`src/rtl/load_unit_pkg.sv`:
```
// Shared types and helpers for the load unit: access sizes, latency bound and the
// sub-word lane-select/extension function used when LOAD_UNIT_EXTEND_EN is defined.
package load_unit_pkg;

    typedef enum logic [1:0] {
        LOAD_BYTE   = 2'd0,
        LOAD_HALF   = 2'd1,
        LOAD_WORD   = 2'd2,
        LOAD_WORD_W = 2'd3
    } load_size_e;

    localparam int LOAD_MAX_LATENCY = 8;
    localparam int LOAD_MAX_DW      = 256;
    localparam int LOAD_OFF_W       = 5;

    // Picks the addressed byte/half lane and sign- or zero-extends it; word sizes pass through.
    function automatic logic [LOAD_MAX_DW-1:0] load_extend(
        input logic [LOAD_MAX_DW-1:0] data,
        input load_size_e             size,
        input logic [LOAD_OFF_W-1:0]  off,
        input logic                   sgn
    );
        logic [7:0]             byte_v;
        logic [15:0]            half_v;
        logic [LOAD_MAX_DW-1:0] result;
        byte_v = 8'(data >> {off, 3'b000});
        half_v = 16'(data >> {off[LOAD_OFF_W-1:1], 4'b0000});
        case (size)
            LOAD_BYTE: result = {{(LOAD_MAX_DW-8){sgn & byte_v[7]}}, byte_v};
            LOAD_HALF: result = {{(LOAD_MAX_DW-16){sgn & half_v[15]}}, half_v};
            default:   result = data;
        endcase
        return result;
    endfunction

endpackage

```
`src/rtl/load_resp_fifo.sv`:
```
// Response FIFO for the load unit: DataWidth x Depth circular buffer with
// push/pop/empty/full; simultaneous push and pop on a full buffer is allowed.
module load_resp_fifo #(
    parameter int DataWidth = 32,
    parameter int Depth     = 4
) (
    input  logic                 clk,
    input  logic                 rst_n,
    input  logic                 push,
    input  logic [DataWidth-1:0] push_data,
    input  logic                 pop,
    output logic [DataWidth-1:0] head_data,
    output logic                 empty,
    output logic                 full
);
    localparam int PtrW = $clog2(Depth);
    localparam int CntW = $clog2(Depth + 1);

    logic [DataWidth-1:0] mem_r [Depth];
    logic [PtrW-1:0]      wr_ptr_r;
    logic [PtrW-1:0]      rd_ptr_r;
    logic [CntW-1:0]      count_r;
    logic                 do_push_s;
    logic                 do_pop_s;

    assign do_pop_s  = pop & ~empty;
    assign do_push_s = push & (~full | do_pop_s);

    // Entry storage; on a full push+pop the slot being written is the one just read out.
    always_ff @(posedge clk or negedge rst_n) begin
        if (!rst_n) begin
            for (int i = 0; i < Depth; i++) begin
                mem_r[i] <= {DataWidth{1'b0}};
            end
        end else if (do_push_s) begin
            mem_r[wr_ptr_r] <= push_data;
        end
    end

    // Pointers wrap naturally because Depth is a power of two.
    always_ff @(posedge clk or negedge rst_n) begin
        if (!rst_n) begin
            wr_ptr_r <= {PtrW{1'b0}};
            rd_ptr_r <= {PtrW{1'b0}};
            count_r  <= {CntW{1'b0}};
        end else begin
            if (do_push_s) begin
                wr_ptr_r <= wr_ptr_r + PtrW'(1);
            end
            if (do_pop_s) begin
                rd_ptr_r <= rd_ptr_r + PtrW'(1);
            end
            case ({do_push_s, do_pop_s})
                2'b10:   count_r <= count_r + CntW'(1);
                2'b01:   count_r <= count_r - CntW'(1);
                default: count_r <= count_r;
            endcase
        end
    end

    assign empty     = (count_r == CntW'(0));
    assign full      = (count_r == CntW'(Depth));
    assign head_data = mem_r[rd_ptr_r];

endmodule

```
`src/rtl/load_unit.sv`:
```
// Pipelined fixed-latency load unit with credit flow control and an in-order response FIFO.
// Define LOAD_UNIT_EXTEND_EN to enable sub-word lane select and sign/zero extension.
module load_unit
    import load_unit_pkg::*;
#(
    parameter int DataWidth   = 32,
    parameter int AddrWidth   = 32,
    parameter int LoadLatency = 1,
    parameter int RespDepth   = 4
) (
    input  logic                           clk,
    input  logic                           rst_n,
    input  logic                           req_valid,
    output logic                           req_ready,
    input  logic [AddrWidth-1:0]           req_addr,
    input  logic [1:0]                     req_size,
    input  logic                           req_signed,
    output logic                           mem_re,
    output logic [AddrWidth-1:0]           mem_addr,
    input  logic [DataWidth-1:0]           mem_rdata,
    output logic                           resp_valid,
    input  logic                           resp_ready,
    output logic [DataWidth-1:0]           resp_data,
    output logic [$clog2(RespDepth+1)-1:0] inflight
);
    localparam int CntW     = $clog2(RespDepth + 1);
    // Out-of-range latencies are clamped into the supported window.
    localparam int TagDepth = (LoadLatency < 1) ? 1 :
                              (LoadLatency > LOAD_MAX_LATENCY) ? LOAD_MAX_LATENCY : LoadLatency;

    logic                 accept_s;
    logic                 pop_s;
    logic                 ret_valid_s;
    logic [DataWidth-1:0] ret_data_s;
    logic [DataWidth-1:0] head_data_s;
    logic [DataWidth-1:0] cur_data_s;
    logic [DataWidth-1:0] last_data_r;
    logic [CntW-1:0]      inflight_r;
    logic [TagDepth-1:0]  tag_valid_r;
    logic                 fifo_push_s;
    logic                 fifo_pop_s;
    logic                 fifo_empty_s;
    logic                 fifo_full_s;

    assign req_ready = (inflight_r < CntW'(RespDepth));
    assign accept_s  = req_valid & req_ready;
    assign mem_re    = accept_s;
    assign mem_addr  = req_addr;
    assign inflight  = inflight_r;

    // Credits cover loads in the tag pipeline plus entries waiting in the FIFO.
    always_ff @(posedge clk or negedge rst_n) begin
        if (!rst_n) begin
            inflight_r <= {CntW{1'b0}};
        end else begin
            case ({accept_s, pop_s})
                2'b10:   inflight_r <= inflight_r + CntW'(1);
                2'b01:   inflight_r <= inflight_r - CntW'(1);
                default: inflight_r <= inflight_r;
            endcase
        end
    end

    // Valid tag shift register; a reset drops every load still waiting on memory.
    always_ff @(posedge clk or negedge rst_n) begin
        if (!rst_n) begin
            tag_valid_r <= {TagDepth{1'b0}};
        end else begin
            tag_valid_r <= TagDepth'({tag_valid_r, accept_s});
        end
    end

    assign ret_valid_s = tag_valid_r[TagDepth-1];

`ifdef LOAD_UNIT_EXTEND_EN
    localparam int OffW = $clog2(DataWidth / 8);

    logic [TagDepth*2-1:0]    tag_size_r;
    logic [TagDepth-1:0]      tag_sgn_r;
    logic [TagDepth*OffW-1:0] tag_off_r;
    logic [LOAD_MAX_DW-1:0]   ext_s;
    logic                     unused_ext_s;

    // Size/sign/offset attributes travel alongside the valid bits.
    always_ff @(posedge clk or negedge rst_n) begin
        if (!rst_n) begin
            tag_size_r <= {(TagDepth*2){1'b0}};
            tag_sgn_r  <= {TagDepth{1'b0}};
            tag_off_r  <= {(TagDepth*OffW){1'b0}};
        end else begin
            tag_size_r <= (TagDepth*2)'({tag_size_r, req_size});
            tag_sgn_r  <= TagDepth'({tag_sgn_r, req_signed});
            tag_off_r  <= (TagDepth*OffW)'({tag_off_r, req_addr[OffW-1:0]});
        end
    end

    assign ext_s = load_extend(LOAD_MAX_DW'(mem_rdata),
                               load_size_e'(tag_size_r[TagDepth*2-1 -: 2]),
                               LOAD_OFF_W'(tag_off_r[TagDepth*OffW-1 -: OffW]),
                               tag_sgn_r[TagDepth-1]);
    assign ret_data_s   = ext_s[DataWidth-1:0];
    assign unused_ext_s = ^{ext_s[LOAD_MAX_DW-1:DataWidth], fifo_full_s};
`else
    logic unused_cfg_s;

    assign ret_data_s   = mem_rdata;
    assign unused_cfg_s = ^{req_size, req_signed, fifo_full_s};
`endif

    // A return that lands on an empty FIFO and is taken at once bypasses storage.
    assign resp_valid  = ~fifo_empty_s | ret_valid_s;
    assign pop_s       = resp_valid & resp_ready;
    assign fifo_pop_s  = pop_s & ~fifo_empty_s;
    assign fifo_push_s = ret_valid_s & ~(fifo_empty_s & resp_ready);

    load_resp_fifo #(
        .DataWidth (DataWidth),
        .Depth     (RespDepth)
    ) u_resp_fifo (
        .clk       (clk),
        .rst_n     (rst_n),
        .push      (fifo_push_s),
        .push_data (ret_data_s),
        .pop       (fifo_pop_s),
        .head_data (head_data_s),
        .empty     (fifo_empty_s),
        .full      (fifo_full_s)
    );

    // Response data source: FIFO head first, then the bypassed return, else the held value.
    always_comb begin
        cur_data_s = last_data_r;
        if (!fifo_empty_s) begin
            cur_data_s = head_data_s;
        end else if (ret_valid_s) begin
            cur_data_s = ret_data_s;
        end else begin
            cur_data_s = last_data_r;
        end
    end

    assign resp_data = cur_data_s;

    // Remembers the last presented response so resp_data stays stable while idle.
    always_ff @(posedge clk or negedge rst_n) begin
        if (!rst_n) begin
            last_data_r <= {DataWidth{1'b0}};
        end else if (resp_valid) begin
            last_data_r <= cur_data_s;
        end else begin
            last_data_r <= last_data_r;
        end
    end

endmodule
```
`config.mk`:
```
export PLATFORM = sky130hd
export DESIGN_NAME = load_unit
export DESIGN_NICKNAME = d
export VERILOG_FILES = /design/src/rtl/load_unit_pkg.sv /design/src/rtl/load_resp_fifo.sv /design/src/rtl/load_unit.sv
export SDC_FILE = /design/constraint.sdc
export NUM_CORES = 1
export LEC_CHECK = 0
export CORE_MARGIN = 4
export CORE_UTILIZATION = 45
export CTS_CLUSTER_DIAMETER = 80
export DETAILED_ROUTE_END_ITERATION = 16
export DONT_BUFFER_PORTS = 1
export GPL_TIMING_DRIVEN = 0
export SYNTH_ARGS = -nofsm -noshare
export SYNTH_HDL_FRONTEND = slang
export SYNTH_SLANG_ARGS = --single-unit
```
`constraint.sdc`:
```
create_clock -name clk -period 2.5 [get_ports clk]
set_input_delay 0.25 -clock clk [delete_from_list [all_inputs] [get_ports clk]]
set_output_delay 0.25 -clock clk [all_outputs]
set_load 0.03 [all_outputs]
```
## After elaboration in Yosys (flattened, before gate mapping)

Cells that the tools add are included.

| cells by class | value |
|---|---|
| mux-type cells | 10 |
| equal/unequal tests | 5 |
| $lt $le $gt $ge | 4 |
| add/subtract/negate cells | 6 |
| reduce and logical (&&, ||, !) cells | 4 |
| bitwise logic cells | 14 |

Operator list:

| kind | count |
|---|---|
| 2-to-1 mux 32 bit | 5 |
| bitwise mux 128 bit | 1 |
| binary-select mux 32 bit (select 2 bit) | 1 |
| demux 32 bit (select 2 bit) | 1 |
| one-hot mux 3 bit (2 select lines) | 2 |
| AND 1 bit | 7 |
| adder 3 x 1 -> 3 bit (second input constant) | 2 |
| greater-or-equal comparator 3 bit (second input constant) | 2 |
| NOT 2 -> 3 bit | 2 |
| subtractor 3 x 1 -> 3 bit (second input constant) | 2 |
| adder 2 x 1 -> 2 bit (second input constant) | 2 |
| equality test 2 x 1 -> 1 bit (second input constant) | 2 |
| equality test 2 bit (second input constant) | 2 |
| nonzero test 2 bit | 2 |
| equality test 3 bit (second input constant) | 1 |
| logical NOT 3 bit | 1 |
| < comparator 3 x 1 -> 1 bit (second input constant) | 1 |
| < comparator 3 bit (second input constant) | 1 |
| NOT 1 bit | 3 |
| bitwise OR 1 bit | 2 |
| logical AND 1 bit | 1 |

| storage, ports and cells | value |
|---|---|
| word-level logic and storage cells | 53 |
| input bits | 71 |
| output and inout port bits | 70 |
| register bits after elaboration | 171 |

## Longest topological paths before layout

| logic depth | value |
|---|---|
| depth in word-level cells | 10 |
| mapped depth | 10 |
| gate-level depth less buffers | 9 |

## Hierarchy

A second synthesis with hierarchy kept.

| second synthesis, totals | value |
|---|---|
| cell total of the unflattened synthesis | 577 |
| area, all modules | 8120.3 um2 |

Modules (own cells, without submodules):

| module | seq. area each (um2) | area each (um2) | cells an instance | instances |
|---|---|---|---|---|
| load_resp_fifo | 3378.2 | 5973.2 | 349 | 1 |
| load_unit | 900.9 | 2147.1 | 228 | 1 |

## Worst setup path after synthesis

Ideal clock, no wire load.

| timing | value |
|---|---|
| path type | reg2reg |
| from | register u_resp_fifo.count_r[2] |
| to | register inflight_r[2] (netlist: inflight[2]) |
| data required time | 2.367 ns |
| setup time | 0.133 ns |
| setup slack | 0.114 ns |
| arrival | 2.253 ns |
| stages on the path, launching flop included | 11 |
| buffers on the path | 1 |
| clock period less this slack | 2.386 ns |
| cell sequence | dfrtp_1 or3_1 clkbuf_1 or2_2 and2_1 ha_1 inv_1 fa_1 xor2_1 nor2_1 xnor2_1 |

| on the way | value |
|---|---|
| cells in the longest elaborated chain, start to end | 6 |
| elaborated cells on any way between the ends | 8 |
| those cells by class | eq/ne (2); mux (1); bitwise (3); reduce/logical (2) |

RTL lines:

| item | line | text |
|---|---|---|
| start, declared | load_resp_fifo.sv:22 | `logic [CntW-1:0] count_r;` |
| start signal, assigned | load_resp_fifo.sv:45 | `count_r <= {CntW{1'b0}};` |
| start signal, assigned | load_resp_fifo.sv:54 | `2'b10: count_r <= count_r + CntW'(1);` |
| start signal, assigned | load_resp_fifo.sv:55 | `2'b01: count_r <= count_r - CntW'(1);` |
| logical NOT 3 bit (*) | load_resp_fifo.sv:61 | `assign empty = (count_r == CntW'(0));` |
| NOT 1 bit (*) | load_unit.sv:111 | `assign resp_valid = ~fifo_empty_s \| ret_valid_s;` |
| bitwise OR 1 bit (*) | load_unit.sv:111 |  |
| net resp_valid | load_unit.sv:21 | `output logic resp_valid,` |
| AND 1 bit (*) | load_unit.sv:112 | `assign pop_s = resp_valid & resp_ready;` |
| equality test 2 x 1 -> 1 bit or equality test 2 bit (tied branches) | load_unit.sv:56 | `case ({accept_s, pop_s})` |
| one-hot mux 3 bit (2 select lines) or nonzero test 2 bit (tied branches) | -- |  |
| end signal, assigned | load_unit.sv:57 | `2'b10: inflight_r <= inflight_r + CntW'(1);` |
| end signal, assigned | load_unit.sv:58 | `2'b01: inflight_r <= inflight_r - CntW'(1);` |
| end signal, assigned | load_unit.sv:59 | `default: inflight_r <= inflight_r;` |
| end, declared | load_unit.sv:38 | `logic [CntW-1:0] inflight_r;` |

The timed path passes the listed nets; every way through them passes the cells marked *.
A chain may end at the register's enable or synchronous reset.

## Worst setup path in the final report

| timing | value |
|---|---|
| from | register u_resp_fifo.count_r[2] |
| to | output port resp_data[4] |

| on the way | value |
|---|---|
| cells in the longest elaborated chain, start to end | 2 |

RTL lines:

| item | line | text |
|---|---|---|
| logical NOT 3 bit | load_resp_fifo.sv:61 |  |
| 2-to-1 mux 32 bit | load_unit.sv:133 | `if (!fifo_empty_s) begin` |
| end, declared | load_unit.sv:23 | `output logic [DataWidth-1:0] resp_data,` |

No other way between the ends.

==> run metrics <==
most frequent cell after synthesis=dfrtp_1; CP Launch Type=flip-flop; unrepaired setup endpoints after global routing=false; worst clock skew=0.00893 ns; Hold/Removal Path Class=in2async; WHS=-0.475 ns; Worst-Margin Slew=0.612 ns; Final Cycle Share=95.4%; filler cell count in the final layout=1488; Clock Tree Buf Depth=2; routed wire length=17800 um; grt met3 use=4.55%; worst-path fanout max=10; post-place instance area=8470 um^2; cell taking the most area after synthesis=dfrtp_1; Pins Over Slew Limit=0; I/O Buffers=0; final hold violation count=171; maximum vdd drop=0.000763 V; Initial Utilization=45.7%; Post-Place Setup Slack=-0.165 ns; most common library cells after synthesis=dfrtp_1, mux2_2, o21ai_0; Rel. slew slack=59.2%; initial antenna violation count=1; TritonCTS Buffers=17; Yosys top cell area share=52.3%; Ys Warns=0; Die ar.=20400 um^2; dominant cells by area after synthesis=dfrtp_1, mux2_2, mux4_2; Synth Area per Inst=14.3 um^2; Clock transition at path regs=0.07 ns; Synth cell types=25; sequential-to-total area share from yosys stat=52.3%; crit end category=primary output; GR peak layer=met2; Core Region=17900 um^2; cts hold-fix bufs=33; root buffer cell=clkbuf_16; DRT antenna net count=0; global-route wire length before repair=28700 um; max frequency=0.419 GHz; final setup margin=0.115 ns; Die H=143 um; FF+latch count, synth=171; R2R Path End=inflight[2]; Syn Nets=650; FF-to-FF Start=u_resp_fifo.count_r[2]; met1 usage=24.5%; # H-tree levels=4; Final Core Density=53.6%; PD cells=1510 nW/um^2; Critical path buffers and inverters=1; Final min period=2.39 ns; layout cells sized above 1=46.5%; Max-Cap Viols=0; overall power consumption=0.0145 W; cell family with most CP delay=simple AND/OR/NAND/NOR gates; Final HPWL DP=11400 um; Final Setup Violations=0; largest net degree at the start of global routing=172; Clock Latency Late Sink=0.42 ns; vias per cell=5.48; DR WL/cell=20.6 um; failing checks=negative hold slack; fin area=9600 um^2; worst-path cell chain=or3_4 > clkbuf_2 > o21ai_2; nets@finish=701; drt first pass iters=4; # DRC=0; Max stage delay cell, worst path=or3_4; crit path DAT=2.14 ns; Mapped Area=8180 um^2; gr usage total=18.5%; worst setup path category=reg2out; status=complete, but fails checks; Die X=143 um; number of DRC markers in iteration 0=235; Worst R2R Setup Slack=0.16 ns; Worst Path Required=2.25 ns; vias=4738; standard-cell rows=49; crit-path max cell delay=0.49 ns; Synth async-reset ratio=100%; Synth Flop Type=dfrtp_1; clock tree sinks=171; P&R area growth vs syn=17.3%; total gr overflow=0; met2 global-route usage=30.4%; CTS tree=yes; Post-synth EDFFs=0; depth of the most critical reg-to-reg path=9; Ports=141; vias in the first global route=5241; cell count after synthesis=571; Pleak=4.24 nW; GPL Wtd Cong=0.705
[placed cells by master, fill, tap and decap left out]
cell and n:
dfrtp_1 171, mux2_2 108, buf_4 35, mux2i_1 34, nand2_1 33, dlygate4sd3_1 33
mux4_2 32, o21ai_0 32, o21ai_2 26, mux2_4 20, clkbuf_16 17, buf_6 12
inv_1 10, buf_2 8, clkbuf_2 7, o21ai_4 6, ha_1 6, xnor2_1 5
o211ai_4 4, xor2_1 4, clkinv_4 4, clkbuf_1 3, clkinvlp_4 3, clkinv_2 3
bufinv_16 3, and2_1 2, nor2_1 2, fa_1 2, diode_2 1, or3_4 1
or2_4 1, clkbuf_4 1, or2_2 1, xnor2_4 1, o21ai_1 1, mux2_1 1
nand3_1 1, inv_6 1, clkbuf_8 1
[registers in the layout, summed over array words and instances, names as in the netlist]
register	count
ret_valid_s	1
u_resp_fifo.mem_r	128
u_resp_fifo.count_r	3
u_resp_fifo.wr_ptr_r	2
inflight	3
u_resp_fifo.rd_ptr_r	2
last_data_r	32
[how the worst max path moves through the flow]
stage                                 from            end  slack [ns]  cells after the start
global route        u_resp_fifo.count_r[2]  resp_data[21]       0.001                      3
floorplan           u_resp_fifo.count_r[2]    inflight[2]        0.11                     10
finish              u_resp_fifo.count_r[2]   resp_data[4]        0.11                      3
global placement    u_resp_fifo.count_r[2]   resp_data[1]       -0.16                      4
detailed placement  u_resp_fifo.count_r[2]    inflight[2]       -0.17                     10
CTS                 u_resp_fifo.count_r[2]    inflight[2]        0.02                      9
[metal layers]
layer	up-vias	wire [um]
li1	2135	-
met1	2466	7690
met2	120	9050
met3	17	889
met4	0	193
met5	-	0
[final cells by class]
class	instances	area (um^2)	area share, %
Clock inverter	14	171	1.79
Multi-Input combinational cell	323	3560	37.1
Timing Repair Buffer	33	330	3.44
Tap cell	229	287	2.98
Buffer	66	492	5.12
Inverter	10	37.5	0.391
Sequential cell	171	4280	44.6
Antenna cell	1	2.50	0.0261
Clock buffer	18	439	4.58
[report_power, final]
part	switching, W	internal [W]	leakage (nW)
Clock	0.00111	0.00160	0.292
Combinational	0.00391	0.00301	1.88
Sequential	0.000691	0.00419	2.07
Total	0.00570	0.00879	4.24
[what timing repair did]
action | CTS | global route
endpoints found under the setup margin | 34 | 3
pin swaps | 0 | 0
buffers inserted | 0 | 0
gates cloned | 0 | 0
endpoints found under the hold margin | 300 | 171
gates resized for setup | 81 | 2
[worst reg2reg max path: cells and delay by family (launching register included)]
family	cells	cell delay (ns)
xor+xnor	2	0.27
buf+inv	1	0.07
fa+ha+maj	2	0.37
simple gates	4	1.05
flops	1	0.46
[cell families (layout without fill, tap and decap cells)]
group	after synthesis	count (layout)	synth area share, %
other	0	1	0
DFF	171	171	52.3
adders and majority gates	8	8	1.41
buffers and inverters	77	141	6.29
muxes	195	195	31.6
and+or+nand+nor	41	41	2.05
xor gates and xnor gates	10	10	1.30
AOI/OAI and AO/OA	69	69	5.02
[metrics by stage]
stage,setup TNS [ns],instances
6_report,0,865
5_1_grt,0,865
4_1_cts,0,864
3_5_place_dp,-1.65,800
3_3_place_gp,-1.69,800
2_1_floorplan,0,571
(Power assumes the default switching activity.)
